[src/rtl/prng_xoroshiro128p_jump.sv]
// Jump / long-jump engine for a xoroshiro128+ (24,16,37) generator: freezes the generator,
// walks 128 shadow steps accumulating the polynomial terms, then reseeds it with the result.
module prng_xoroshiro128p_jump (
    input  logic        i_clk,
    input  logic        i_rst,
    input  logic        i_cg,
    input  logic        i_seedValid,
    input  logic [63:0] i_seedS0,
    input  logic [63:0] i_seedS1,
    input  logic        i_start,
    input  logic        i_long,
    input  logic [63:0] i_s0,
    input  logic [63:0] i_s1,
    output logic        o_prngCg,
    output logic        o_seedValid,
    output logic [63:0] o_seedS0,
    output logic [63:0] o_seedS1,
    output logic        o_busy,
    output logic        o_done
);

    // Word1 sits in the upper half so that idx indexes the polynomial bit directly.
    localparam logic [127:0] JUMP      = {64'h170865df4b3201fc, 64'hdf900294d8f554a5};
    localparam logic [127:0] LONG_JUMP = {64'hdddf9b1090aa7ac1, 64'hd2a98b26625eee7b};

    typedef enum logic [1:0] {IDLE, RUN, LOAD} state_t;

    state_t      state, state_nxt;
    logic [6:0]  idx;
    logic        sel;
    logic [63:0] t0, t1, a0, a1;
    logic [63:0] x, t0_step, t1_step;
    logic        k;

    always_comb begin
        x       = t0 ^ t1;
        t0_step = {t0[39:0], t0[63:40]} ^ x ^ (x << 16);
        t1_step = {x[26:0], x[63:27]};
        k       = sel ? LONG_JUMP[idx] : JUMP[idx];
    end

    always_ff @(posedge i_clk) begin
        if (i_rst) state <= IDLE;
        else       state <= state_nxt;
    end

    always_comb begin
        state_nxt   = state;
        o_prngCg    = i_cg;
        o_seedValid = i_seedValid;
        o_seedS0    = i_seedS0;
        o_seedS1    = i_seedS1;
        o_busy      = 1'b0;
        o_done      = 1'b0;
        case (state)
            IDLE: begin
                if (i_start) state_nxt = RUN;
            end
            RUN: begin
                o_prngCg    = 1'b0;
                o_seedValid = 1'b0;
                o_seedS0    = a0;
                o_seedS1    = a1;
                o_busy      = 1'b1;
                if (idx == 7'd127) state_nxt = LOAD;
            end
            LOAD: begin
                o_prngCg    = 1'b1;
                o_seedValid = 1'b1;
                o_seedS0    = a0;
                o_seedS1    = a1;
                o_busy      = 1'b1;
                o_done      = 1'b1;
                state_nxt   = IDLE;
            end
            default: state_nxt = IDLE;
        endcase
    end

    always_ff @(posedge i_clk) begin
        if (i_rst) begin
            idx <= '0;
            sel <= 1'b0;
            t0  <= '0;
            t1  <= '0;
            a0  <= '0;
            a1  <= '0;
        end else begin
            case (state)
                IDLE: begin
                    if (i_start) begin
                        // A seed arriving with start is the state we jump from.
                        t0  <= i_seedValid ? i_seedS0 : i_s0;
                        t1  <= i_seedValid ? i_seedS1 : i_s1;
                        a0  <= '0;
                        a1  <= '0;
                        idx <= '0;
                        sel <= i_long;
                    end
                end
                RUN: begin
                    if (k) begin
                        a0 <= a0 ^ t0;
                        a1 <= a1 ^ t1;
                    end
                    t0  <= t0_step;
                    t1  <= t1_step;
                    idx <= idx + 7'd1;
                end
                default: ;
            endcase
        end
    end

endmodule

[config.mk]
export PLATFORM = sky130hd
export DESIGN_NAME = prng_xoroshiro128p_jump
export DESIGN_NICKNAME = d
export VERILOG_FILES = /design/src/rtl/prng_xoroshiro128p_jump.sv
export SDC_FILE = /design/constraint.sdc
export NUM_CORES = 1
export LEC_CHECK = 0
export CORE_MARGIN = 2
export CORE_UTILIZATION = 50
export CTS_CLUSTER_DIAMETER = 100
export DETAILED_ROUTE_END_ITERATION = 10
export GPL_ROUTABILITY_DRIVEN = 0
export GPL_TIMING_DRIVEN = 0
export PLACE_DENSITY = 0.78
export SYNTH_ARGS = -nofsm -noshare
export SYNTH_HDL_FRONTEND = slang
export SYNTH_SLANG_ARGS = --single-unit
[constraint.sdc]
create_clock -name i_clk -period 4.22 [get_ports i_clk]
set_input_delay 1.266 -clock i_clk [delete_from_list [all_inputs] [get_ports i_clk]]
set_output_delay 1.266 -clock i_clk [all_outputs]
set_load 0.02 [all_outputs]
# ---- Word level (Yosys, flattened, before mapping)
# Memory sizes are Yosys's and may differ from the RTL's. A register that Yosys moved wholly into a read port is not among the register bits.
# Cells that the tools add are included.
dict set report totals {
  ff_bits 266
  romBits 256
  word_cells 58
  n_memories 2
}
# name depth width read_ports rd_ports_with_merged_regs write_ports line_no
set memory_table {}
lappend memory_table {{(name not given)} 128 1 1 1 0 39} ;# k = sel ? LONG_JUMP[idx] : JUMP[idx];
lappend memory_table {{(name not given)} 128 1 1 1 0 39}
dict set report classes {
  n_addsub 1
  magnitude_cmp 1
  n_eq_ne 6
  mux 29
  bitwise_logic 5
  n_reduce_logical 7
}
# cell count
set ops {}
lappend ops {{$mux W64} 9}
lappend ops {{$pmux W64 S2} 4}
lappend ops {{$xor A64 B64 Y64} 5}
lappend ops {{$mux W7} 5}
lappend ops {{$pmux W7 S2} 1}
lappend ops {{$lt A7 B8 Y1 const B} 1}
lappend ops {{$add A7 B1 Y7 const B} 1}
lappend ops {{$eq A7 B7 Y1 const B} 1}
lappend ops {{$ne A2 B2 Y1 const B} 3}
lappend ops {{$reduce_and A2 Y1} 3}
lappend ops {{$mux W1} 5}
lappend ops {{$mux W2} 2}
lappend ops {{$pmux W1 S2} 2}
lappend ops {{$pmux W2 S2} 1}
lappend ops {{$reduce_and A3 Y1} 1}
lappend ops {{$eq A2 B1 Y1 const B} 1}
lappend ops {{$eq A2 B2 Y1 const B} 1}
lappend ops {{$logic_not A2 Y1} 1}
lappend ops {{$reduce_bool A2 Y1} 1}
lappend ops {{$reduce_or A2 Y1} 1}

# ---- Logic depth before layout (Yosys ltp)
# Gate-level depths: netlist (run 1).
dict set report depth {
  word_depth 5
  ltp_mapped 13
  ltp_nobuf 12
}

# ---- Worst setup path after synthesis (run 1)
# No wires, ideal clock.
dict set report synth_timing {
  path_kind {input port to output port}
  startpoint {input i_seedValid}
  endpoint {output o_seedValid}
  t_arrival_ps 2706
  t_required_ps 2954
  slack_ps 248
  path_stages 6
  path_buffers 4
  cell_sequence {buf_2 -> buf_2 -> buf_2 -> clkbuf_1 -> inv_1 -> o21ai_0}
}
dict set report synth_between {
  elab_chain_len 1
}
# element line_no
set synth_rtl {}
lappend synth_rtl {{from (decl)} 7} ;# input logic i_seedValid,
lappend synth_rtl {{$pmux W1 S2} 55} ;# case (state)
lappend synth_rtl {{to (decl)} 15} ;# output logic o_seedValid,
# Every way passes these cells.

# ---- Final worst setup path (run 1)
dict set report layout_timing {
  startpoint {register state[0]}
  endpoint {output o_seedS0[32]}
}
dict set report layout_between {
  elab_chain_len 3
  word_cells_on_any_way 4
  cone_classes {2 x eq/ne; 1 x mux; 1 x reduce/logical}
}
# element line_no
set layout_rtl {}
lappend layout_rtl {{from (decl)} 28} ;# state_t state, state_nxt;
lappend layout_rtl {{from (signal assigned)} 44} ;# else state <= state_nxt;
lappend layout_rtl {{$eq A2 B1 Y1 / $eq A2 B2 Y1 (equally long branches)} 55}
lappend layout_rtl {{$reduce_or A2 Y1 (no source line) (*)} -}
lappend layout_rtl {{$mux W64 (*)} 55}
lappend layout_rtl {{to (decl)} 16} ;# output logic [63:0] o_seedS0,
# Mark *: on every way between the ends. The rest lies on a longest branch, timed or not.

==> summary.txt, run 1 <==
Logic synthesis
  • Synth Area in Simple Gates: 0.160
  • Mapped Avg Cell Area: 8.38 um^2
  • Yosys reg bits: around 270
  • Register area share after synthesis: 0.331
  • Count of different cell masters after synthesis: 55
  • Adder and majority gate portion of the synthesized area: 0.0108
  • Portion of netlist area occupied by mux cells: 0.115
  • Fraction of registers with async set/reset: 0
  • Yosys top cell area share: 0.331
  • Primary FF master, synth: dfxtp_1
  • Cell taking the most area after synthesis: dfxtp_1
  • Compound-gate portion of the synthesized area: 0.174
  • Net Count, Synth: 2208
  • Main combinational cell family by area after synthesis: compound AO/OA/AOI/OAI gates
  • Synth Instances: 1932
  • Post-Synth XOR/XNOR Area: 0.165
  • Syn. warnings: 0
  • Post-Syn Area: about 16000 um^2
  • Top cells by area, synth: dfxtp_1, a211oi_1, mux2_2
  • Number of flops mapped to enable cells by yosys: 0

Floorplanning
  • # rows: 65
  • Die height: 184 um
  • CORE AREA: 31700 um^2
  • Die Wd: around 180 um
  • Initial core utilization: 0.511
  • Die ar.: approximately 34000 um^2
  • Top Ports: 394

Clock network
  • CTS tree: yes
  • Clk slew on worst S/H paths: around 0.060 ns
  • Max Root-Sink Buffers: 3
  • Setup repair bufs after CTS: 0
  • Clock Sinks: 268
  • Htree depth: 1
  • Total CTS buffers: 28
  • Worst-skew pair later-pin latency: ~0.57 ns
  • Clock Tree Root: clkbuf_16

Critical path
  • Max stage delay cell, worst path: clkdlybuf4s50_1
  • Crit path kind: reg2out
  • CP cell instances: inv_1, ha_4, clkbuf_8, clkbuf_4, mux2_2, clkdlybuf4s50_1
  • Worst Setup Start Kind: flop
  • Reg-to-reg slack, setup: 0.79 ns
  • Data required, critical path: 2.95 ns
  • Critical path buffers and inverters: 4
  • CP Capture Type: output pin
  • Max FO, Critical Path: 10
  • Crit-path max cell delay: 0.55 ns
  • Top delay family on crit path: buffers and inverters
  • Worst Path Arrival: 2.96 ns

Cells and area
  • Final Core Density: 0.680
  • Layout cells sized above 1: 0.100
  • Fillers: 2583
  • NumNets Final: ~2600
  • Synth-to-Final Area Change: 33.1%

STA
  • Max Clk Rate: 236 MHz
  • Fin worst setup slack: -0.00990 ns
  • Final-report setup violation count: 2
  • TNS Setup: -0.0107 ns
  • Worst-Margin Slew: 1.15 ns
  • Unrepaired setup endpoints after global routing: true
  • Clk_skew: 0.0237 ns
  • Max Slew Vio Count: 0
  • Slew Limit Headroom: 0.236
  • Fin. Hold Viols: 0
  • Period utilisation layout: 1.00
  • Post-route minimum period: 4.23 ns

Detailed routing
  • DR DRC count: 0
  • Routed vias: between 15000 and 20000
  • Final ANT Viol Nets: 0
  • Via density: 5.91
  • Routed WL: 64.9 mm
  • 1st-iter DRT viols: 2279
  • Drt pass-1 iters: 8
  • Wirelength per Cell: 23.4 um

Flow run
  • MaxCap Viol Count: 0

Place
  • Dpl hpwl: 51.9 mm
  • Number of buffers inserted by port buffering: a little under 400

Status
  • Failing checks: negative setup slack
  • Status: finished, violations left

Power
  • Pwr dens: 459 nW/um^2
  • Worst IR Drop VDD: approximately 0.00033 V
  • Leak Pwr: 7.77 nW

GRT
  • Total grt overflow: 0
  • GRT Util Overall: 0.372
  • Largest net degree at the start of global routing: 20
  • Initial antenna violation count: 5
  • Vias in the first global route: 16100
  • First-pass GRT wire length: 95.3 mm

Worst hold path
  • Worst Hold Class: reg2reg
-- sequential cells by signal, summed over array words and instances (netlist names), named ones only --
signal / flops
a0: 64
a1: 64
idx: 7
sel: 1
state: 2
t0: 64
t1: 64
-- synthesized netlist by cell type (2+ instances only) --
master,number
nand2b_1,3
nor4_1,2
ha_1,14
nand4b_1,2
clkbuf_1,126
a2bb2oi_1,2
mux2_2,129
a211oi_1,209
o211ai_1,2
o221a_2,16
o311a_1,4
xor2_1,160
o2bb2ai_1,2
a21oi_1,143
o2111ai_1,3
mux2_4,2
buf_4,3
mux2i_1,36
a31oi_1,4
nor2_1,278
dfxtp_1,268
a221oi_1,3
nor3_1,20
nand3_1,7
nor2b_1,97
o21ai_0,9
nand2_1,166
xnor2_1,145
inv_2,2
buf_1,11
o221ai_1,2
buf_2,21
and3_1,6
inv_1,14
-- per-stage QoR --
step	worst slack (ns)	instance area (um^2)	hold slack, ns	total power, mW	instances
floorplan	0.248	16200	0.450	5.71	1932
global placement	-0.992	20600	0.459	7.33	2725
detailed placement	-0.999	20600	0.463	7.39	2725
CTS	0.00848	21500	0.471	9.72	2773
global route	-0.0438	21600	0.499	10.2	2774
finish	-0.00990	21600	0.470	9.90	2775
-- path summary, 6_finish.rpt --
| check | depth (start not counted) | from | endpoint |
|---|---|---|---|
| worst max-delay path | 6 | state[0] | o_seedS0[32] |
| worst min-delay path | 2 | sel | sel |
| worst max register to register | 13 | state[0] | flop |
| worst min register to register | 2 | sel | sel |
-- cell type report --
type                            instances  area (um^2)  area share
Antenna cell                            2         5.00    0.000232
Buffer                                160          718      0.0333
Clock buffer                           40          786      0.0365
Clock inverter                         10         65.1     0.00302
Inverter                               16         60.1     0.00279
Multi-Input combinational cell       1486        10100       0.470
Sequential cell                       268         5370       0.249
Tap cell                              402          503      0.0233
Timing Repair Buffer                  391         3910       0.182
-- worst register-to-register path, cell delays in order (launching register included) --
cell     delay [ns]
dfxtp_1        0.38
inv_1          0.11
ha_4           0.17
buf_6          0.14
mux2_4         0.35
and3_1         0.21
a21oi_2        0.26
or2_2          0.26
inv_1          0.11
ha_1           0.24
mux2_4         0.28
a311o_1        0.35
nor4_1         0.30
a311o_2        0.20
-- layer usage --
metal	wire length [um]	part of all wire	vias up	GRT usage
met1	24500	0.38	7533	0.461
met2	28800	0.44	1116	0.599
met5	36	0.00055	-	0
met4	4070	0.063	6	0.201
met3	7580	0.12	266	0.0876
li1	-	-	7483	-
-- logic make-up after synthesis --
family | after synthesis
AO/OA/AOI/OAI | 411
XOR/XNOR | 305
adder cells (fa/ha/maj) | 14
buffers and inverters | 178
flip-flops | 268
multiplexers | 168
AND/OR/NAND/NOR | 588
-- power breakdown --
| part | switching [mW] | internal (mW) | total, mW |
|---|---|---|---|
| Clock | 1.04 | 1.29 | 2.33 |
| Combinational | 2.51 | 1.87 | 4.38 |
| Sequential | 0.389 | 2.80 | 3.19 |
| Total | 3.94 | 5.96 | 9.90 |
-- cells in the final DEF (no fill, tap or decap), drive strengths merged, types with 2 or more instances in the layout --
cell type | Yosys | layout
a221oi | 3 | 3
nand3 | 7 | 7
dfxtp | 268 | 268
o221a | 16 | 16
mux2 | 131 | 131
diode | 0 | 2
nor3 | 20 | 20
o2111ai | 3 | 3
inv | 16 | 16
o2bb2ai | 2 | 2
nand4b | 3 | 3
nor4b | 2 | 2
nand2b | 3 | 3
clkbuf | 126 | 164
a31oi | 5 | 5
a21oi | 143 | 143
clkinv | 0 | 10
ha | 14 | 14
o221ai | 2 | 2
a311o | 2 | 2
a2bb2oi | 2 | 2
o311a | 4 | 4
nor4 | 2 | 2
buf | 36 | 36
xnor2 | 145 | 145
and3 | 6 | 6
nand2 | 166 | 166
mux2i | 37 | 37
o21ai | 11 | 11
o211ai | 2 | 2
nor2 | 278 | 278
clkdlybuf4s50 | 0 | 391
xor2 | 160 | 160
nor2b | 97 | 97
a211oi | 209 | 209
-- timing repair --
item / in CTS / in global routing
hold buffers: 0 / 0
gates resized for setup: 29 / 5
endpoints found under the setup margin: 130 / 68
Power figures use the tool's default switching activity.
==> run 2, diff against run 1 <==
- GPL_ROUTABILITY_DRIVEN: 0 -> default
==> summary.txt, run 2 (synthesized netlist as in run 1, its figures left out) <==
Clock network
  • Clock Tree Root: clkbuf_16
  • Clock Sinks: 268
  • Max Root-Sink Buffers: 3
  • Total CTS buffers: 30
  • CTS tree: yes
  • Setup repair bufs after CTS: 0
  • Clk slew on worst S/H paths: roughly 0.060 ns
  • Htree depth: 1
  • Worst-skew pair later-pin latency: 0.57 ns

STA
  • Post-route minimum period: roughly 4.2 ns
  • Unrepaired setup endpoints after global routing: false
  • Slew Limit Headroom: 0.196
  • Hold_ws: 0.481 ns
  • Final-report setup violation count: 0
  • Max Slew Vio Count: 0
  • TNS Setup: 0 ns
  • Worst-Margin Slew: 1.21 ns
  • Clk_skew: 0.0151 ns
  • Fin worst setup slack: 0.0101 ns
  • Max Clk Rate: between 200 and 250 MHz
  • Period utilisation layout: 0.998
  • Fin. Hold Viols: 0

GRT
  • GRT Util Overall: 0.390
  • Initial antenna violation count: 1
  • Vias in the first global route: 15700
  • First-pass GRT wire length: between 90 and 100 mm
  • Total grt overflow: 0
  • Largest net degree at the start of global routing: 20

Cells and area
  • Layout cells sized above 1: 0.105
  • Most common cell after layout, fill and taps aside: clkdlybuf4s50_1
  • N_diodes: 0
  • NumNets Final: ~2600
  • Synth-to-Final Area Change: 34.6%
  • Most frequent cells in the layout: clkdlybuf4s50_1, nor2_1, dfxtp_1

Critical path
  • Max stage delay cell, worst path: clkdlybuf4s50_1
  • Data required, critical path: just under 3 ns
  • Reg-to-reg slack, setup: 0.73 ns
  • Most used cell along the critical path: buf_4
  • Crit path kind: in2out
  • Crit-path max cell delay: approximately 0.63 ns
  • Worst Path Arrival: between 2 and 3 ns
  • CP Capture Type: output pin
  • Max FO, Critical Path: 19
  • Worst Setup Start Kind: input pin
  • CP cell instances: buf_4, buf_4, buf_8, inv_1, o21ai_0, clkdlybuf4s50_1

Detailed routing
  • Drt pass-1 iters: 6
  • Wirelength per Cell: 24.5 um
  • Via density: 5.86
  • Final ANT Viol Nets: 0
  • Routed WL: 68.0 mm
  • 1st-iter DRT viols: around 1700
  • DR DRC count: 0
  • Routed vias: 16300

Floorplanning
  • # rows: 65
  • CORE AREA: 31700 um^2
  • Die Wd: 184 um
  • Die ar.: 33800 um^2
  • Top Ports: between 300 and 400
  • Die height: about 180 um
  • Initial core utilization: 0.511

Power
  • Worst IR Drop VDD: around 0.00033 V
  • Leak Pwr: approximately 7.9 nW
  • Pwr dens: 482 nW/um^2

Worst hold path
  • Worst Hold Class: reg2reg

Status
  • Status: finished, final reports clean

Place
  • Gpl congestion: between 1 and 1.5
  • Number of buffers inserted by port buffering: 391
  • Pre-CTS setup slack: -1.05 ns
  • Dpl hpwl: between 50 and 60 mm

Flow run
  • MaxCap Viol Count: 0
[run 2: changes by cell type in the layout (fill, tap and decap cells not counted), moves of 3 or more]
cell and change:
bufinv_16 +6, clkdlybuf4s50_1 -6, clkbuf_16 +4, dlymetal6s2s_1 +4
buf_1 -3, clkbuf_2 +3, clkbuf_8 -3
[run 2: repair_timing]
action,CTS,global route
setup endpoints to repair,130,98
resized for setup,26,23
pin swaps,0,1
hold buffers,0,0
[run 2: per-layer routing]
layer  part of all wire  up-vias  wire length [um]  GRT usage
met5            0.00010        -                 7          0
met3              0.089      198              6040     0.0630
met1               0.41     7673             27900      0.506
li1                   -     7496                 -          -
met2               0.45      928             30700      0.641
met4              0.049        2              3340      0.168
[run 2: worst max-delay path, delay by kind of cell]
kind,cells,cell delay (ns)
compound gates,1,0.18
buf+inv,5,1.48
[run 2: final timing paths]
| check | start | end | depth (start not counted) |
|---|---|---|---|
| max | i_seedValid | o_seedValid | 6 |
| min reg2reg | sel | sel | 2 |
| max reg2reg | state[0] | flop | 13 |
| min | sel | sel | 2 |
[run 2: area by class of cell]
type | count | area [um^2]
Inverter | 16 | 60.1
Clock inverter | 15 | 230
Timing Repair Buffer | 391 | 3920
Multi-Input combinational cell | 1486 | 10100
Buffer | 160 | 724
Sequential cell | 268 | 5370
Fill cell | 2597 | 9920
Tap cell | 402 | 503
Clock buffer | 41 | 853
[run 2: stage by stage]
step / total power [mW] / area, um^2 / instances / util
after floorplan: 5.71 / 16200 / 1932 / -
after global placement: 7.45 / 20600 / 2725 / 0.650
after detailed placement: 7.49 / 20600 / 2725 / 0.650
after CTS: 10.4 / 21800 / 2779 / 0.686
after global routing: 10.8 / 21800 / 2779 / 0.687
final: 10.5 / 21800 / 2779 / 0.687
[run 2: power by group]
| group | switching [mW] | internal, mW | total [mW] |
|---|---|---|---|
| combinational | 2.56 | 1.87 | 4.42 |
| clock | 1.11 | 1.78 | 2.89 |
| sequential | 0.397 | 2.80 | 3.19 |
| total | 4.06 | 6.44 | 10.5 |
